`config.mk`:
```
export PLATFORM = sky130hd
export DESIGN_NAME = vga_rect_renderer
export DESIGN_NICKNAME = d
export VERILOG_FILES = /design/src/rtl/vga_rect_renderer.sv
export SDC_FILE = /design/constraint.sdc
export NUM_CORES = 1
export LEC_CHECK = 0
export CORE_ASPECT_RATIO = 0.75
export CORE_UTILIZATION = 45
export CTS_BUF_LIST = sky130_fd_sc_hd__clkbuf_4
export DETAILED_ROUTE_END_ITERATION = 8
export PLACE_DENSITY = 0.73
export SYNTH_ARGS = -nofsm -noshare
export SYNTH_HDL_FRONTEND = slang
export SYNTH_SLANG_ARGS = --single-unit
```
`constraint.sdc`:
```
create_clock -name clk -period 2 [get_ports clk]
set_clock_uncertainty 0.2 [all_clocks]
set_input_delay 0.4 -clock clk [delete_from_list [all_inputs] [get_ports clk]]
set_output_delay 0.4 -clock clk [all_outputs]
set_load 0.1 [all_outputs]
```
`src/rtl/vga_rect_renderer.sv`:
```
// vga_rect_renderer
// Colours each pixel from vga_timing_gen by testing it against a small bank of
// axis-aligned rectangles. The host loads a shadow bank through a valid/ready
// port and requests a commit. The shadow bank is copied into the live bank at
// the next frame boundary (x == 0, y == 480), so no frame shows a half-updated
// scene.
// Output: a 2-cycle pipelined RGB222 pixel. hs/vs/de are delayed by the same
// amount so they stay aligned with rgb.
// Optional feature: define RECT_OUTLINE_EN to build per-slot outline storage.
// With it set, a slot hits only on its one-pixel border.

module vga_rect_renderer #(
  parameter int NUM_RECTS = 4,
  parameter int COLOR_W   = 6
) (
  input  logic               clk,
  input  logic               rst_n,
  input  logic [9:0]         x,
  input  logic [9:0]         y,
  input  logic               active,
  input  logic               hs_in,
  input  logic               vs_in,
  input  logic               wr_valid,
  output logic               wr_ready,
  input  logic [2:0]         wr_idx,
  input  logic [2:0]         wr_field,
  input  logic [9:0]         wr_data,
  input  logic               commit,
  output logic               commit_pending,
  input  logic [COLOR_W-1:0] bg_color,
  output logic [COLOR_W-1:0] rgb,
  output logic               hs_out,
  output logic               vs_out,
  output logic               de_out
);

  typedef enum logic {IDLE = 1'b0, PENDING = 1'b1} state_t;

  state_t state_reg;

  // Shadow bank, written by the host
  logic [9:0]         sh_x0    [NUM_RECTS];
  logic [9:0]         sh_y0    [NUM_RECTS];
  logic [9:0]         sh_x1    [NUM_RECTS];
  logic [9:0]         sh_y1    [NUM_RECTS];
  logic [COLOR_W-1:0] sh_color [NUM_RECTS];
  logic               sh_en    [NUM_RECTS];

  // Live bank, read by the hit test
  logic [9:0]         lv_x0    [NUM_RECTS];
  logic [9:0]         lv_y0    [NUM_RECTS];
  logic [9:0]         lv_x1    [NUM_RECTS];
  logic [9:0]         lv_y1    [NUM_RECTS];
  logic [COLOR_W-1:0] lv_color [NUM_RECTS];
  logic               lv_en    [NUM_RECTS];

`ifdef RECT_OUTLINE_EN
  logic               sh_outline [NUM_RECTS];
  logic               lv_outline [NUM_RECTS];
`endif

  logic                 frame_boundary;
  logic                 wr_accept;
  logic                 apply_commit;
  logic [NUM_RECTS-1:0] hit_comb;

  // Pipeline stage 1 registers
  logic [NUM_RECTS-1:0] hit_reg;
  logic                 de_s1_reg;
  logic                 hs_s1_reg;
  logic                 vs_s1_reg;

  logic [COLOR_W-1:0]   pix_next;

  assign frame_boundary = (x == 10'd0) && (y == 10'd480);
  assign wr_accept      = wr_valid && wr_ready;
  assign apply_commit   = (state_reg == PENDING) && frame_boundary;

  // Commit handshake: IDLE -> PENDING on commit, PENDING -> IDLE at the frame
  // boundary. Outputs are registered alongside the state.
  always_ff @(posedge clk or negedge rst_n) begin
    if (!rst_n) begin
      state_reg      <= IDLE;
      commit_pending <= 1'b0;
      wr_ready       <= 1'b1;
    end else begin
      case (state_reg)
        IDLE: begin
          if (commit) begin
            state_reg      <= PENDING;
            commit_pending <= 1'b1;
            wr_ready       <= 1'b0;
          end
        end
        PENDING: begin
          if (frame_boundary) begin
            state_reg      <= IDLE;
            commit_pending <= 1'b0;
            wr_ready       <= 1'b1;
          end
        end
        default: begin
          state_reg      <= IDLE;
          commit_pending <= 1'b0;
          wr_ready       <= 1'b1;
        end
      endcase
    end
  end

  // Host writes into the shadow bank. An out-of-range slot matches no
  // iteration, so the write is dropped. Field 7 is also dropped, and so is
  // field 6 when no outline storage is built.
  always_ff @(posedge clk or negedge rst_n) begin
    if (!rst_n) begin
      for (int i = 0; i < NUM_RECTS; i++) begin
        sh_x0[i]    <= '0;
        sh_y0[i]    <= '0;
        sh_x1[i]    <= '0;
        sh_y1[i]    <= '0;
        sh_color[i] <= '0;
        sh_en[i]    <= 1'b0;
`ifdef RECT_OUTLINE_EN
        sh_outline[i] <= 1'b0;
`endif
      end
    end else begin
      for (int i = 0; i < NUM_RECTS; i++) begin
        if (wr_accept && (wr_idx == 3'(i))) begin
          case (wr_field)
            3'd0: sh_x0[i]    <= wr_data;
            3'd1: sh_y0[i]    <= wr_data;
            3'd2: sh_x1[i]    <= wr_data;
            3'd3: sh_y1[i]    <= wr_data;
            3'd4: sh_color[i] <= wr_data[COLOR_W-1:0];
            3'd5: sh_en[i]    <= wr_data[0];
`ifdef RECT_OUTLINE_EN
            3'd6: sh_outline[i] <= wr_data[0];
`endif
            default: ;
          endcase
        end
      end
    end
  end

  // Publish the shadow bank only at the first cycle of vertical blanking.
  // No write can coincide with this copy, because wr_ready is low while a
  // commit is pending.
  always_ff @(posedge clk or negedge rst_n) begin
    if (!rst_n) begin
      for (int i = 0; i < NUM_RECTS; i++) begin
        lv_x0[i]    <= '0;
        lv_y0[i]    <= '0;
        lv_x1[i]    <= '0;
        lv_y1[i]    <= '0;
        lv_color[i] <= '0;
        lv_en[i]    <= 1'b0;
`ifdef RECT_OUTLINE_EN
        lv_outline[i] <= 1'b0;
`endif
      end
    end else if (apply_commit) begin
      for (int i = 0; i < NUM_RECTS; i++) begin
        lv_x0[i]    <= sh_x0[i];
        lv_y0[i]    <= sh_y0[i];
        lv_x1[i]    <= sh_x1[i];
        lv_y1[i]    <= sh_y1[i];
        lv_color[i] <= sh_color[i];
        lv_en[i]    <= sh_en[i];
`ifdef RECT_OUTLINE_EN
        lv_outline[i] <= sh_outline[i];
`endif
      end
    end
  end

  // Per-slot hit test against the live bank.
  // Half-open intervals make x1 <= x0 or y1 <= y0 an empty box.
  generate
    for (genvar gi = 0; gi < NUM_RECTS; gi++) begin : g_slot
      logic in_x;
      logic in_y;
      assign in_x = (x >= lv_x0[gi]) && (x < lv_x1[gi]);
      assign in_y = (y >= lv_y0[gi]) && (y < lv_y1[gi]);
`ifdef RECT_OUTLINE_EN
      logic on_border;
      assign on_border = (x == lv_x0[gi]) || (x == lv_x1[gi] - 10'd1) ||
                         (y == lv_y0[gi]) || (y == lv_y1[gi] - 10'd1);
      assign hit_comb[gi] = lv_en[gi] && in_x && in_y &&
                            (!lv_outline[gi] || on_border);
`else
      assign hit_comb[gi] = lv_en[gi] && in_x && in_y;
`endif
    end
  endgenerate

  // Stage 1: register the hit vector and the delayed timing signals.
  // Sync outputs reset to their inactive (high) level.
  always_ff @(posedge clk or negedge rst_n) begin
    if (!rst_n) begin
      hit_reg   <= '0;
      de_s1_reg <= 1'b0;
      hs_s1_reg <= 1'b1;
      vs_s1_reg <= 1'b1;
    end else begin
      hit_reg   <= hit_comb;
      de_s1_reg <= active;
      hs_s1_reg <= hs_in;
      vs_s1_reg <= vs_in;
    end
  end

  // Priority mux: the scan runs from the highest slot down, so the lowest hitting
  // index is assigned last and wins. Blanking forces black.
  // lv_color is read here rather than carried through stage 1. It can only
  // change at the boundary cycle, and that pixel and its neighbours are blanked.
  always_comb begin
    pix_next = bg_color;
    for (int i = NUM_RECTS - 1; i >= 0; i--) begin
      if (hit_reg[i]) pix_next = lv_color[i];
    end
    if (!de_s1_reg) pix_next = '0;
  end

  // Stage 2: output registers.
  always_ff @(posedge clk or negedge rst_n) begin
    if (!rst_n) begin
      rgb    <= '0;
      de_out <= 1'b0;
      hs_out <= 1'b1;
      vs_out <= 1'b1;
    end else begin
      rgb    <= pix_next;
      de_out <= de_s1_reg;
      hs_out <= hs_s1_reg;
      vs_out <= vs_s1_reg;
    end
  end

endmodule

```
==> impl.org, run 1 <==
** Run status
- Result of the run :: finished with violations
- The checks that failed: setup timing.

** Pwr
- Peak supply drop :: 0.3396 mV
- In this run the static leakage power is 11.97 nW.
- Pwr dens :: 661.6 mW/mm^2

** Floorplanning
- The floorplan step set the die height to 176.9 microns.
- Die ar. :: 0.04162 sq mm
- Area of the placeable core :: 0.03989 sq mm
- From left edge to right edge, the die measures 235.2 microns.
- Num rows :: 63
- Initial cell density of the core :: 0.4603
- I/O pin total :: 60

** Final layout
- In the final layout, the share of cells above drive strength 1 is 0.3358.
- Filler-free cell count of the finished design :: 2443
- Compared with the post-synthesis result, the final layout area differs by 29.06%.
- Layout net count :: 2061
- The layout has 3009 filler cells.
- Core occupancy in the finished layout :: 0.5941

** Timing
- Counting I/O delays and the setup requirement, the final critical path takes around 2.5 ns.
- Setup repair after global routing could not meet its margin everywhere.
- Once routing completed, OpenROAD measured the worst setup slack at -0.4711 ns.
- In the finished design, the share of the clock period the worst path needs comes to 1.236.
- The number of hold violations in the final report was 0.
- Slew Limit Headroom :: 0.1263
- Fmax achieved :: 404.7 MHz
- The number of max-slew violations in the final report is 0.
- At the pin with the least slew margin, the transition time is 1.305 ns.
- Adding up every negative setup slack in the final design gives -71.83 ns.
- Setup violations remaining at the end of the flow were counted as 233.
- Worst hold slack after final layout :: between 0.15 and 0.2 ns

** Clocking
- For this design, the sink count on the clock tree is between 300 and 400.
- TritonCTS built the clock tree.
- Counting along the longest clock path gives a buffer depth of 3.
- CTS placed an instance of sky130_fd_sc_hd__clkbuf_4 at the clock tree root.
- Clock transition at path regs :: 0.07 ns
- Total clock buffers created by CTS :: 100
- # H-tree levels :: 3
- Clk Latency, worst-skew pair :: 0.85 ns

** Synthesis
- For this run, asynchronously set or reset flops after synthesis account for 1.000.
- EDFF count, synth :: 0
- Average size of a mapped cell :: roughly 12 sq um
- Synthesis inferred 395 register bits.
- Of the synthesized area, sequential elements account for 0.5387.
- The commonest cells after synthesis are sky130_fd_sc_hd__dfrtp_1, sky130_fd_sc_hd__mux2_2, sky130_fd_sc_hd__nand2_1, sky130_fd_sc_hd__o21ai_0, sky130_fd_sc_hd__inv_1.
- Synthesized cell area :: about 0.018 sq mm
- Most used standard cell by instance count after synthesis :: sky130_fd_sc_hd__dfrtp_1
- Cell variety after synth :: between 50 and 60
- Synthesized instance count :: 1584
- Net count after synthesis :: 1785
- Yosys printed 0 warnings.
- Biggest area consumer among synthesized cells :: sky130_fd_sc_hd__dfrtp_1
- The share of synthesized area in the top cell type comes to 0.5315.
- Dominant register cell in the synthesized netlist :: sky130_fd_sc_hd__dfrtp_1
- After synthesis, the cell types taking the most area are sky130_fd_sc_hd__dfrtp_1, sky130_fd_sc_hd__mux2_2, sky130_fd_sc_hd__ha_1.

** Placement
- Placer's final routability congestion estimate :: between 0.8 and 0.9
- The wire-length estimate of the detail-placed layout is ~31000 microns.
- The number of placed instances, taps included, is 2233.
- In this run the tool buffered the top-level ports with 59 buffer cells.

** Setup path
- Most frequent cell on the critical path :: sky130_fd_sc_hd__buf_12
- Data on the critical path arrives at its endpoint at slightly below 3 ns.
- Critical path buffers and inverters :: 4
- Worst Path Required :: 2.47 ns
- Capturing element type of the critical path :: flop
- The critical path goes through nand3b_1 > buf_4 > nor3_4 > buf_6 > buf_12 > buf_12 > nand2_8 > mux2_4.
- Standard cell with the maximum stage delay on the critical path :: sky130_fd_sc_hd__dfstp_4
- By startpoint and endpoint, the worst setup path is classified as reg2reg.
- For this run, the slowest stage of the critical path takes 0.62 ns.
- In this run the register-to-register setup slack is -0.47 ns.
- STA classifies the critical path startpoint as a flop.
- Maximum fanout encountered on the critical timing path :: 5
- Broken down by cell family, the worst path's largest delay share belongs to buffers and inverters.

** Drt
- The pre-antenna-repair detailed-routing pass consisted of 6 iterations.
- Number of vias per cell :: ~5.5
- Dividing the detail-routed wire length by the instance count gives 20.91 microns.
- In the routed design, unresolved DRC markers number 0.
- The count of nets left with antenna violations once routing finished came out at 0.
- Drt first-iter violations :: 1121
- The routed layout has 13545 vias.
- Routed wire length :: 51090 microns

** Global routing
- The first global-routing pass estimated between 70000 and 80000 microns of wire.
- Entering global routing, the biggest net connects 64 pins.
- The number of global-route vias before repair came to 13707.
- Initial antenna violation count :: 3
- Global Route Usage Sum :: 0.2403
- After global routing the overflow that remains totals 0.

** Flow run
- Across the run, the number of max-cap violations was 0.

** Worst hold path
- The min-delay analysis places its worst path in the category reg2reg.
where the power goes:
part           leakage, nW  switching (W)  total [W]  internal (W)
clock                0.709        0.00323    0.00659       0.00336
sequential            4.73      0.0000127    0.00802       0.00801
combinational         6.53       0.000690    0.00107      0.000377
total                 12.0        0.00394     0.0157        0.0117
placed cells by master (no fill, tap or decap), types with 30 or more instances in the layout:
cell,instances
sky130_fd_sc_hd__mux2_4,94
sky130_fd_sc_hd__dfrtp_1,389
sky130_fd_sc_hd__clkdlybuf4s50_1,46
sky130_fd_sc_hd__buf_12,46
sky130_fd_sc_hd__inv_1,142
sky130_fd_sc_hd__o21ai_0,157
sky130_fd_sc_hd__nand2_1,187
sky130_fd_sc_hd__clkbuf_4,142
sky130_fd_sc_hd__mux2_2,131
sky130_fd_sc_hd__a21oi_1,30
sky130_fd_sc_hd__buf_4,94
sky130_fd_sc_hd__ha_1,139
logic make-up (layout without fill, tap and decap cells):
family | after synthesis | after routing | share of synthesized area
mux | 243 | 243 | 0.1482
flops | 395 | 395 | 0.5387
buf+inv | 215 | 547 | 0.04750
compound gates | 285 | 285 | 0.08804
simple gates | 294 | 299 | 0.07400
other cells | 0 | 2 | 0
fa+ha+maj | 152 | 152 | 0.1036
worst paths after layout:
path	endpoint	depth (start not counted)	startpoint
max	sh_x1[16]$_DFFE_PN0P_	8	wr_ready$_DFFE_PN1P_
min	vs_out$_DFF_PN1_	0	vs_s1_reg$_DFF_PN1_
max reg2reg	sh_x1[16]$_DFFE_PN0P_	8	wr_ready$_DFFE_PN1P_
min reg2reg	vs_out$_DFF_PN1_	0	vs_s1_reg$_DFF_PN1_
max in group asynchronous	sh_y1[7]$_DFFE_PN0P_	4	rst_n
min in group asynchronous	lv_en[1]$_DFFE_PN0P_	4	rst_n
metrics by stage:
stage	power [W]	worst slack [ns]	area [sq um]
floorplan	0.008448	-0.2195	18490
global placement	0.009120	-0.9837	20860
detailed placement	0.009145	-1.093	20860
CTS	0.01575	-0.3765	23050
global route	0.01633	-0.4940	23700
finish	0.01568	-0.4711	23700
layer usage:
metal	vias to the layer above	global-route usage	wire length (microns)
met2	493	0.3692	23190
met3	117	0.05271	3514
met5	-	0	13
li1	6077	-	-
met4	2	0.09641	1890
met1	6856	0.3323	22470
what timing repair did:
item / CTS / global route
setup buffers: 18 / 9
setup endpoints to repair: 201 / 303
resized for setup: 119 / 103
pin swaps: 11 / 29
gates cloned: 10 / 6
hold endpoints to repair: 400 / 0
hold buffers: 7 / 0
final cells by class:
type	count	area [sq um]	area share
repair buffers	231	2814	0.1187
inverters	153	574.3	0.02423
well taps	520	650.6	0.02746
clock buffers	142	1066	0.04498
clock inverters	21	120.1	0.005069
multi-input cells	979	8572	0.3617
flip-flops and latches	395	9896	0.4176
diodes	2	5.005	0.0002112
(Power assumes the default switching activity.)
==> run 2, diff against run 1 <==
--- a/config.mk
+++ b/config.mk
@@ -9,7 +9,7 @@
 export CORE_UTILIZATION = 45
 export CTS_BUF_LIST = sky130_fd_sc_hd__clkbuf_4
 export DETAILED_ROUTE_END_ITERATION = 8
-export PLACE_DENSITY = 0.73
+export PLACE_DENSITY = 0.71
 export SYNTH_ARGS = -nofsm -noshare
 export SYNTH_HDL_FRONTEND = slang
 export SYNTH_SLANG_ARGS = --single-unit
==> constraint.sdc (replaced) <==
create_clock -name clk -period 3.08 [get_ports clk]
set_clock_uncertainty 0.2 [all_clocks]
set_input_delay 0.616 -clock clk [delete_from_list [all_inputs] [get_ports clk]]
set_output_delay 0.616 -clock clk [all_outputs]
set_load 0.1 [all_outputs]
==> impl.org, run 2 (synthesis results as in run 1) <==
** Run status
- Result of the run :: finished, final reports clean

** Placement
- Place WS :: -0.2937 ns
- Number of port buffers :: 59
- Final HPWL from detailed placement :: 30400 microns
- The placed instances occupy a cell area of around 0.02 sq mm.
- At the end of routability-driven placement, the weighted congestion stood at 0.8514.

** Floorplanning
- I/O pin total :: 60
- In this run the core area contains between 60 and 70 standard-cell rows.
- Die boundary height :: around 180 microns
- Die Span X :: 235.2 microns
- The total area inside the core boundary comes to about 0.040 sq mm.
- For this configuration, the core starts out at a cell density of 0.4603.
- Die ar. :: approximately 0.042 sq mm

** Drt
- Count of TritonRoute iterations in the first routing pass :: 5
- Number of vias per cell :: approximately 5.3
- Drt first-iter violations :: 747
- DR vias :: 12663
- Once detail routing completed, the nets flagged for antenna violations numbered 0.
- In the final routed layout, each cell accounts on average for approximately 19 microns.
- Routed wire length :: 45060 microns
- In the routed design, unresolved DRC markers number 0.

** Setup path
- The critical path is of the in2reg type.
- STA puts the critical path data required time at 3.56 ns.
- At the worst endpoint, the arrival time is 3.05 ns.
- STA classifies the critical path endpoint as a flop.
- Standard cell with the maximum stage delay on the critical path :: sky130_fd_sc_hd__clkdlybuf4s50_1
- In this design, the stage delay of the slowest critical-path cell is 0.64 ns.
- Crit-path cells :: clkdlybuf4s50_1 > buf_4 > nor4b_1 > nand2_1 > nor3_4 > buf_12 > buf_12 > buf_4 > nand2_1 > o21ai_0
- Along the worst path, the maximum fanout reaches 30.
- Sort of element at the start of the critical path :: primary input

** Timing
- Slew Limit Headroom :: 0.5675
- Worst-margin pin slew :: 0.6488 ns
- Setup violations remaining at the end of the flow were counted as 0.
- Max-slew violations :: 0
- Setup repair after global routing left no endpoint under its margin.
- Final-report hold violation count :: 0
- Ratio of final minimum period to clock period :: 0.8343
- The worst path meets setup with 0.5105 ns of slack.
- Across all hold checks on the routed design, the worst slack comes to around 0.077 ns.
- Fmax achieved :: 389.2 MHz
- The worst path needs between 2 and 3 ns of the cycle, external delays included.

** Clocking
- Hold buffers post-CTS :: 1
- The clock drives 395 sinks.
- Gates resized, CTS repair :: 0
- Clock transition at path regs :: about 0.07 ns
- The clock reaches the later pin of the worst-skew pair after 0.84 ns.
- Buffer cell driving the clock tree root :: sky130_fd_sc_hd__clkbuf_4
- The number of clock buffers added by TritonCTS is 97.
- In this run the post-CTS setup repair buffer count came out at 0.
- The clock passes through at most 3 buffers.
- CTS built an H-tree with a depth of 3.
- TritonCTS built the clock tree.

** Global routing
- The number of global-route vias before repair came to between 10000 and 15000.
- For this run the aggregate overflow at the end of global routing stands at 0.
- In the global route stage, overall resource usage came out at 0.2261.
- Global-route wire length before repair :: ~72000 microns
- The initial antenna violation count is 1.
- Entering global routing, the biggest net connects 80 pins.

** Pwr
- Summed over all cells, the static leakage comes to between 10 and 15 nW.
- Pwr dens :: 464.5 mW/mm^2
- IR analysis of the VDD net gives a maximum drop of 0.2917 mV.

** Final layout
- The library cells used most frequently in the layout, excluding fill and tap cells, are sky130_fd_sc_hd__dfrtp_1, sky130_fd_sc_hd__mux2_2, sky130_fd_sc_hd__nand2_1, sky130_fd_sc_hd__o21ai_0, sky130_fd_sc_hd__inv_1.
- Counting the fill cells in the layout gives 3407.
- Core occupancy in the finished layout :: 0.5374
- Layout-stage area growth over the synthesis result :: 16.74%
- Leading cell type in the layout, fill and taps excluded :: sky130_fd_sc_hd__dfrtp_1
- Final instance area :: 0.02143 sq mm
- In the final layout, the share of cells above drive strength 1 is 0.2780.
- The final layout contains 1987 nets.

** Flow run
- MaxCap Viol Count :: 0

** Worst hold path
- HP Class :: in2reg
## run 2: changes by cell type in the layout (fill, tap and decap cells not counted), moves of 9 or more
cell | previous run | this run
sky130_fd_sc_hd__inv_1 | 142 | 153
sky130_fd_sc_hd__ha_4 | 13 | 0
sky130_fd_sc_hd__inv_2 | 13 | 2
sky130_fd_sc_hd__o21ai_0 | 157 | 168
sky130_fd_sc_hd__buf_6 | 17 | 0
sky130_fd_sc_hd__ha_1 | 139 | 152
sky130_fd_sc_hd__mux2_2 | 131 | 225
sky130_fd_sc_hd__buf_12 | 46 | 16
sky130_fd_sc_hd__nand2_8 | 10 | 0
sky130_fd_sc_hd__nor2_4 | 11 | 2
sky130_fd_sc_hd__mux2_4 | 94 | 0
sky130_fd_sc_hd__o21ai_1 | 20 | 11
## run 2: worst paths after layout
check	slack [ns]	end	cells past startpoint	from
worst max-delay path	0.51	lv_y1[25]$_DFFE_PN0P_	10	y[8]
worst min-delay path	0.08	hs_s1_reg$_DFF_PN1_	1	hs_in
worst max register to register	0.76	sh_x1[25]$_DFFE_PN0P_	5	wr_ready$_DFFE_PN1P_
worst min register to register	0.16	vs_out$_DFF_PN1_	0	vs_s1_reg$_DFF_PN1_
max in group asynchronous	1.55	wr_ready$_DFFE_PN1P_	3	rst_n
min in group asynchronous	0.22	sh_en[0]$_DFFE_PN0P_	2	rst_n
## run 2: final cells by class
class	count	area (sq um)	area share
Multi-Input combinational cell	974	7605	0.3548
Clock inverter	18	86.33	0.004028
Sequential cell	395	9891	0.4614
Tap cell	520	650.6	0.03035
Timing Repair Buffer	165	1567	0.07308
Antenna cell	4	10.01	0.0004670
Clock buffer	140	1051	0.04903
Inverter	153	574.3	0.02679
## run 2: per-stage QoR
step                setup TNS [ns]  power (W)  std cells
finish                           0   0.009956       2369
global route                     0    0.01038       2367
CTS                              0    0.01008       2365
detailed placement          -20.67   0.005893       2206
global placement            -19.55   0.005878       2206
floorplan                        0   0.005484       1584
## run 2: worst max-delay path, delay by kind of cell
| family | cells | cell delay, ns |
|---|---|---|
| buffers and inverters | 5 | 1.49 |
| AND/OR/NAND/NOR | 4 | 0.85 |
| AO/OA/AOI/OAI | 1 | 0.08 |
## run 2: report_power, final
| group | total, W | switching (W) | leakage, nW | internal, W |
|---|---|---|---|---|
| clock network | 0.00416 | 0.00210 | 0.684 | 0.00207 |
| logic | 0.000589 | 0.000398 | 5.82 | 0.000191 |
| registers | 0.00520 | 0.00000441 | 4.73 | 0.00520 |
| total | 0.00996 | 0.00250 | 11.2 | 0.00746 |
## run 2: per-layer routing
layer | track usage | up-vias | part of all wire
met5 | 0 | - | 0
met4 | 0.09368 | 0 | 0.032
met3 | 0.04991 | 110 | 0.055
met2 | 0.3455 | 316 | 0.44
met1 | 0.3127 | 6337 | 0.47
li1 | - | 5900 | -
==> run 3, diff against run 2 <==
==> constraint.sdc (replaced) <==
create_clock -name clk -period 2.55 [get_ports clk]
set_clock_uncertainty 0.2 [all_clocks]
set_input_delay 0.51 -clock clk [delete_from_list [all_inputs] [get_ports clk]]
set_output_delay 0.51 -clock clk [all_outputs]
set_load 0.1 [all_outputs]
==> impl.org, run 3 (synthesis results as in run 1) <==
** Floorplanning
- I/O pin total :: 60
- The die is 176.9 microns tall.
- The initial utilization of the core area, before any placement, comes to 0.4603.
- The floorplan has 63 rows.
- Area of the placeable core :: 0.03989 sq mm
- Die Span X :: 235.2 microns
- Die ar. :: about 0.042 sq mm

** Drt
- Dividing the detail-routed wire length by the instance count gives 18.72 microns.
- Number of vias per cell :: 5.282
- The count of nets left with antenna violations once routing finished came out at 0.
- Signal routing reaches up to met4.
- For this block, the routed nets add up to around 45000 microns of wire.
- DRC violations left :: 0
- Drt first-iter violations :: 931
- The routed design uses roughly 20000 microns of met2 wire.
- Before antenna repair, the detailed router went through 5 iterations.
- For this block, wires on met1 add up to 21680 microns.
- DR vias :: 12782
- In the detailed route, the total length drawn on met3 is 2266 microns.

** Final layout
- Leaving out fill and tap cells, the most frequent cells in the layout are sky130_fd_sc_hd__dfrtp_1, sky130_fd_sc_hd__mux2_2, sky130_fd_sc_hd__nand2_1, sky130_fd_sc_hd__o21ai_0, sky130_fd_sc_hd__inv_1.
- Leading cell type in the layout, fill and taps excluded :: sky130_fd_sc_hd__dfrtp_1
- The net count of the finished layout is 2028.
- Ratio of cells with drive above 1 in the final layout :: 0.2930
- Layout-stage area growth over the synthesis result :: 20.09%
- Counting the fill cells in the layout gives 3379.
- Measured on the finished design, the core utilization comes to 0.5528.

** Worst hold path
- HP Class :: in2reg

** Placement
- Detailed placement finished with a half-perimeter wire length of 30330 microns.
- OpenSTA, run right after detailed placement, puts the worst setup slack at -0.6098 ns.
- Placer's final routability congestion estimate :: 0.8569
- Number of port buffers :: 59

** Clocking
- CTS Buffer Depth :: 3
- In this run the post-CTS setup repair buffer count came out at 0.
- The tree is rooted in a sky130_fd_sc_hd__clkbuf_4.
- Buffers inserted during clock tree synthesis total 96.
- Clock transition at path regs :: 0.06 ns
- CTS tree :: done
- # H-tree levels :: 3
- CTS saw roughly 400 sinks.
- Gates resized during post-CTS repair numbered 0.
- Clock latency on the worst-skew pair, taken at its later pin, is 0.82 ns.

** Setup path
- Classification of the worst setup path :: in2reg
- STA classifies the critical path endpoint as a flop.
- Crit path arrival time :: 2.88 ns
- Sort of element at the start of the critical path :: primary input
- The slowest stage of the critical path is the sky130_fd_sc_hd__clkdlybuf4s50_1 cell.
- CP max stage delay :: 0.56 ns
- Crit-path cells :: clkdlybuf4s50_1 > inv_1 > ha_1 > nand2b_1 > a31oi_1 > o21ai_0 > buf_4 > a31oi_1 > nor4_1 > buf_4
- Worst Path Required :: just over 3 ns
- Along the worst path, the maximum fanout reaches 6.
- The number of buffers and inverters on the critical path is 4.
- Broken down by cell family, the worst path's largest delay share belongs to buffers and inverters.

** Timing
- Slew Limit Headroom :: 0.6424
- At the pin with the least slew margin, the transition time is 0.5364 ns.
- The number of hold violations in the final report came to 0.
- Of the available clock period, the critical path in the final layout requires 0.9290.
- The number of max-slew violations in the final report is 0.
- Total negative slack :: 0 ns
- RSZ-0062 raised after global routing :: no
- Fmax achieved :: 422.1 MHz
- Setup violations remaining at the end of the flow were counted as 0.
- For the finished layout, the period the worst path requires is 2.369 ns.
- Setup slack closes at 0.1810 ns.

** Pwr
- Clock share of power :: 0.432
- The analysis attributes to net switching a power of 0.003017 W.
- Of the total power, the share spent switching nets is 0.2431.
- The design draws approximately 0.012 W.
- Internal power comes to roughly 0.0094 W.
- Logic gate share of total power :: 0.061
- Of the total power, registers draw 0.506.
- Power spread over the standard cell area amounts to 562.8 mW/mm^2.
- Leakage :: 11.54 nW
- Peak supply drop :: 0.3470 mV

** Flow run
- Across the run, the number of max-cap violations was 0.

** Global routing
- Maximum number of pins on one net before global-route repair :: 60
- Global Route Usage Sum :: 0.2281
- The first global-routing pass estimated roughly 73000 microns of wire.
- The number of global-route vias before repair came to 13466.
- Overall overflow remaining after global route :: 0
- The initial antenna violation count was 3.

** Run status
- Result of the run :: finished, final reports clean
run 3: through the flow:
step                cell area (sq um)  hold WS, ns  std cells
floorplan                       18360      0.01441       1584
global placement                20720       0.1462       2243
detailed placement              20720       0.1509       2243
CTS                             22030      0.06775       2414
global route                    22050       0.1083       2420
finish                          22050       0.1354       2420
run 3: final cells by class:
type                    count  area, sq um  area share
diodes                      6        15.01   0.0006809
clock buffers             143         1074     0.04869
clock inverters            22        173.9    0.007887
inverters                 153        574.3     0.02605
multi-input cells         974         7605      0.3449
flip-flops and latches    395         9891      0.4486
well taps                 520        650.6     0.02951
repair buffers            207         2067     0.09374
run 3: path summary, 6_finish.rpt:
kind	startpoint	end	slack, ns	cells past startpoint
min in group asynchronous	rst_n	lv_y1[11]$_DFFE_PN0P_	0.52	3
worst max-delay path	x[0]	hit_reg[2]$_DFF_PN0_	0.18	10
worst max register to register	lv_y1[28]$_DFFE_PN0P_	hit_reg[1]$_DFF_PN0_	0.29	7
max in group asynchronous	rst_n	sh_x0[20]$_DFFE_PN0P_	0.91	4
worst min-delay path	commit	state_reg$_DFF_PN0_	0.14	3
worst min register to register	vs_s1_reg$_DFF_PN1_	vs_out$_DFF_PN1_	0.16	0
run 3: power groups by stage:
stage	Sequential [W]	Combinational (W)	Clock, W
global placement	0.00640	0.000731	0
finish	0.00628	0.000760	0.00537
floorplan	0.00647	0.000155	0
CTS	0.00628	0.000765	0.00552
detailed placement	0.00640	0.000750	0
global route	0.00628	0.000824	0.00587
run 3: layer usage:
metal	track usage	vias up
met3	0.04554	79
met5	0	-
li1	-	6001
met2	0.3544	263
met1	0.3183	6439
met4	0.08279	0
run 3: repair_timing:
item                                    4_1_cts  5_1_grt
endpoints found under the setup margin        0        0
endpoints found under the hold margin       393        0
hold buffers                                  6        0
run 3: tightest hold or removal path, stage by stage:
cell and delay, ns:
sky130_fd_sc_hd__clkdlybuf4s50_1 0.45, sky130_fd_sc_hd__nor2_1 0.10, sky130_fd_sc_hd__nor2_1 0.05
==> edit 1 (settings of run 1) <==
Add a define of `RECT_OUTLINE_EN`.
--- a/src/rtl/vga_rect_renderer.sv
+++ b/src/rtl/vga_rect_renderer.sv
@@ -9,4 +9,6 @@
 // Optional feature: define RECT_OUTLINE_EN to build per-slot outline storage.
 // With it set, a slot hits only on its one-pixel border.
+
+`define RECT_OUTLINE_EN
 
 module vga_rect_renderer #(
Formal check against the unedited RTL: not equivalent (a bounded check fails within 10 cycles, from zero or initial values and one cycle with rst_n low).
==> edit 1 against run 1 <==
The flow still finishes with violations (setup timing). Sequential cell count is 8 higher. Global-route usage increased by 4.1 points. Setup slack got worse by 0.049 ns. Final area is 31% higher. Count of clock-buffer cells in the layout shrank 8. Non-clock buffer count up 302. Total power up 5.2%. Die area is 16% higher. Critical path depth up 1. Via count up 38%. Synthesized area grew 16%. Routed wire length increased by 45%. Critical endpoint is now sh_y1[12].
==> edit 1: results <==
set metrics [dict create \
    cpMaxStageDelayCell "sky130_fd_sc_hd__dfstp_4" \
    track_usage_pct 28.17 \
    slew_headroom_pct 30.90 \
    netlist-cell-type-count 70 \
    synth_seq_area_share_pct 47.39 \
    worstPathArrival_ns 3.05 \
    setup_viol_count_final 398 \
    yosys-top-cells-count "398 x sky130_fd_sc_hd__dfrtp_1, 232 x sky130_fd_sc_hd__mux2_2, 201 x sky130_fd_sc_hd__nand2_1" \
    pre_cts_ws_ns -1.361 \
    final_nets 2777 \
    grt_start_max_net_pins 71 \
    worstPathMaxFanout 6 \
    detail_route.first_pass.iterations 7 \
    final.setup.worst_slack_ns -0.5202 \
    htree_num_levels 3 \
    fin_setup_tns_ns -104.20 \
    power.switching_fraction_pct 27.75 \
    routabilityCongestion 0.9281 \
    synthesis.instances 2011 \
    crit_path_max_incr_delay_ns 0.65 \
    violations "setup timing" \
    p_leak_nw 15.55 \
    hpwl_reported_at_the_end_of_detailed_placement_um 43040 \
    outcome "finished with violations" \
    ir_worst_vdd_mv 0.4491 \
    routed_wirelength_um 73980 \
    first_pass_grt_wire_length_um 104300 \
    vias_per_cell 5.737 \
    synth.net_count 2228 \
    critPathTopFamily "flip-flops" \
    cts_made_buffers 98 \
    drt_iter0_markers 1607 \
    placed_area_um2 26420 \
]
-- edit 1: kinds of logic after synthesis --
| family | synth area share (%) |
|---|---|
| AOI/OAI and AO/OA | 10.37 |
| xor gates and xnor gates | 3.784 |
| adders and majority gates | 9.871 |
| buffers and inverters | 4.783 |
| DFF | 47.39 |
| muxes | 12.74 |
| and+or+nand+nor | 11.07 |
-- edit 1: layout make-up --
type                    count  area, µm²
diodes                      1      2.502
flip-flops and latches    403      10100
fillers                  3163      15220
clock inverters            36      177.7
clock buffers             134       1006
well taps                 630      788.3
inverters                 165      623.1
multi-input cells        1359      12430
repair buffers            533       6023
-- edit 1: power groups by stage --
stage	Clock [mW]	Sequential (mW)	Combinational (mW)
after global placement	0	8.33	1.37
after floorplan	0	8.41	0.421
after global routing	7.29	8.17	1.61
after CTS	6.78	8.18	1.46
final	6.79	8.18	1.53
after detailed placement	0	8.33	1.40
-- edit 1: final timing paths --
kind	start	endpoint	slack, ns	cells past startpoint
max reg2reg	wr_ready	sh_y1[12]	-0.52	9
min reg2reg	hs_s1_reg	hs_out	0.16	0
min in group asynchronous	rst_n	lv_x1[24]	0.57	4
min	hs_s1_reg	hs_out	0.16	0
max in group asynchronous	rst_n	hs_s1_reg	0.63	4
max	wr_ready	sh_y1[12]	-0.52	9
-- edit 1: repair_timing --
item | 4_1_cts | 5_1_grt
pin swaps | 49 | 87
gates cloned | 20 | 29
endpoints found under the hold margin | 408 | 0
setup endpoints to repair | 395 | 401
setup buffers | 51 | 30
hold buffers | 7 | 0
resized for setup | 171 | 368
-- edit 1: routing by layer --
layer	global-route usage, %	vias to the layer above	share of wire (%)
met2	44.97	903	47
met5	0	-	0.026
li1	-	8173	-
met1	38.57	9405	41
met4	9.627	2	3.4
met3	5.146	226	8.2
==> edit 2 (settings of run 1) <==
Made on the original files. Make the reset (`rst_n`) synchronous in 5 clocked blocks.
--- a/src/rtl/vga_rect_renderer.sv
+++ b/src/rtl/vga_rect_renderer.sv
@@ -79,5 +79,5 @@
   // Commit handshake: IDLE -> PENDING on commit, PENDING -> IDLE at the frame
   // boundary. Outputs are registered alongside the state.
-  always_ff @(posedge clk or negedge rst_n) begin
+  always_ff @(posedge clk) begin
     if (!rst_n) begin
       state_reg      <= IDLE;
@@ -112,5 +112,5 @@
   // iteration, so the write is dropped. Field 7 is also dropped, and so is
   // field 6 when no outline storage is built.
-  always_ff @(posedge clk or negedge rst_n) begin
+  always_ff @(posedge clk) begin
     if (!rst_n) begin
       for (int i = 0; i < NUM_RECTS; i++) begin
@@ -148,5 +148,5 @@
   // No write can coincide with this copy, because wr_ready is low while a
   // commit is pending.
-  always_ff @(posedge clk or negedge rst_n) begin
+  always_ff @(posedge clk) begin
     if (!rst_n) begin
       for (int i = 0; i < NUM_RECTS; i++) begin
@@ -198,5 +198,5 @@
   // Stage 1: register the hit vector and the delayed timing signals.
   // Sync outputs reset to their inactive (high) level.
-  always_ff @(posedge clk or negedge rst_n) begin
+  always_ff @(posedge clk) begin
     if (!rst_n) begin
       hit_reg   <= '0;
@@ -225,5 +225,5 @@
 
   // Stage 2: output registers.
-  always_ff @(posedge clk or negedge rst_n) begin
+  always_ff @(posedge clk) begin
     if (!rst_n) begin
       rgb    <= '0;
Check against the original RTL: differs if rst_n is asserted again (counterexample within 4 cycles, from zero or initial values and one cycle with rst_n low); with rst_n held inactive, the same outputs for 4 cycles.
==> edit 2 against run 1 <==
Largest cell class unchanged. Routed wire length fell by 11%. Register-to-register slack improved by 0.48 ns. Via count fell by 11%. Critical path type is now primary input to flop. Critical endpoint is now hit_reg[3]. The run still ends with setup timing left. Highest routed layer is now met4. Final area fell by 2.2%. Synthesized area rose by 1.6%. Setup slack improved by 0.43 ns. Sequential cell count did not move. Total power rose by 11%. Hold slack got worse by 0.017 ns. Synthesized cell count fell by 6.8%. Count of clock-buffer cells in the layout fell by 13. Critical path depth fell by 1. Combinational power rose by 56%.
==> edit 2: results <==
set metrics [dict create \
    final.setup.worst_slack_ns -0.03991 \
    cpMaxStageDelayCell "sky130_fd_sc_hd__clkdlybuf4s50_1" \
    hold_crit_depth 3 \
    use_met2_pct 34.61 \
    drt_iter0_markers 1002 \
    vias_per_cell 5.183 \
    outcome "finished with violations" \
    setup_viol_count_final 53 \
    detailroute.wirelength.met2_um 20850 \
    first_pass_grt_wire_length_um 67830 \
    drive_above_1_share_pct 21.40 \
    globalRouteMet1Util_pct 29.98 \
    most_common_flop_cell_mapped_by_yosys "sky130_fd_sc_hd__edfxtp_1" \
    route.top_layer_used "met4" \
    tightest_slew_ns 0.5336 \
    routed_wirelength_um 45470 \
    synth-adder-area-share_pct 10.20 \
    synth_seq_area_share_pct 62.26 \
    crit_path_max_incr_delay_ns 0.54 \
    track_usage_pct 21.78 \
    synth_mux_area_share_pct 0.9124 \
    fin_setup_tns_ns -0.8587 \
    violations "setup timing" \
    ir_worst_vdd_mv 0.4635 \
    hp-class "primary input to flop" \
    detail_route.first_pass.iterations 5 \
    whs_ns 0.1399 \
]
[edit 2: cell types whose count changed in the layout (fill, tap and decap cells not counted), moves of 37 or more]
cell and delta:
sky130_fd_sc_hd__dfrtp_1 -389, sky130_fd_sc_hd__o21ai_0 -120, sky130_fd_sc_hd__edfxtp_1 +370, sky130_fd_sc_hd__and2_1 +350
sky130_fd_sc_hd__mux2_2 -131, sky130_fd_sc_hd__nand2_1 -147, sky130_fd_sc_hd__mux2_4 -94, sky130_fd_sc_hd__nor2_1 +37
[edit 2: critical path: cells and delay by family]
kind                       cells  cell delay, ns
buffers and inverters          2            0.76
and+or+nand+nor                2            0.64
AOI/OAI and AO/OA              2            0.50
adders and majority gates      1            0.19
[edit 2: through the flow]
stage                     area [µm²]  setup WS [ns]
after floorplan                18930        -0.6669
after global placement         21520         -1.114
after detailed placement       21520         -1.165
after CTS                      22920       -0.07495
after global routing           23180       -0.07380
final                          23180       -0.03991
[edit 2: area by class of cell]
cell class | count | area (µm²)
Antenna cell | 1 | 2.502
Inverter | 157 | 591.8
Multi-Input combinational cell | 875 | 6713
Clock inverter | 27 | 166.4
Fill cell | 3296 | 17660
Sequential cell | 395 | 11620
Timing Repair Buffer | 221 | 2450
Clock buffer | 129 | 968.4
Tap cell | 528 | 660.6
[edit 2: power by group]
part / internal, mW / switching, mW
Sequential: 9.28 / 0.0725
Clock: 3.23 / 3.10
Combinational: 0.701 / 0.965
Total: 13.2 / 4.13
[edit 2: final timing paths]
kind                      end
setup / recovery   hit_reg[3]
setup reg to reg  sh_x1[0][0]
hold reg to reg        hs_out
hold / removal      state_reg
[edit 2: timing repair]
action	in CTS	in global routing
setup endpoints to repair	463	165
gates resized for setup	48	25
setup buffers	2	1
gates cloned	1	8
hold buffers	4	0
hold endpoints to repair	11	0
pin swaps	19	9
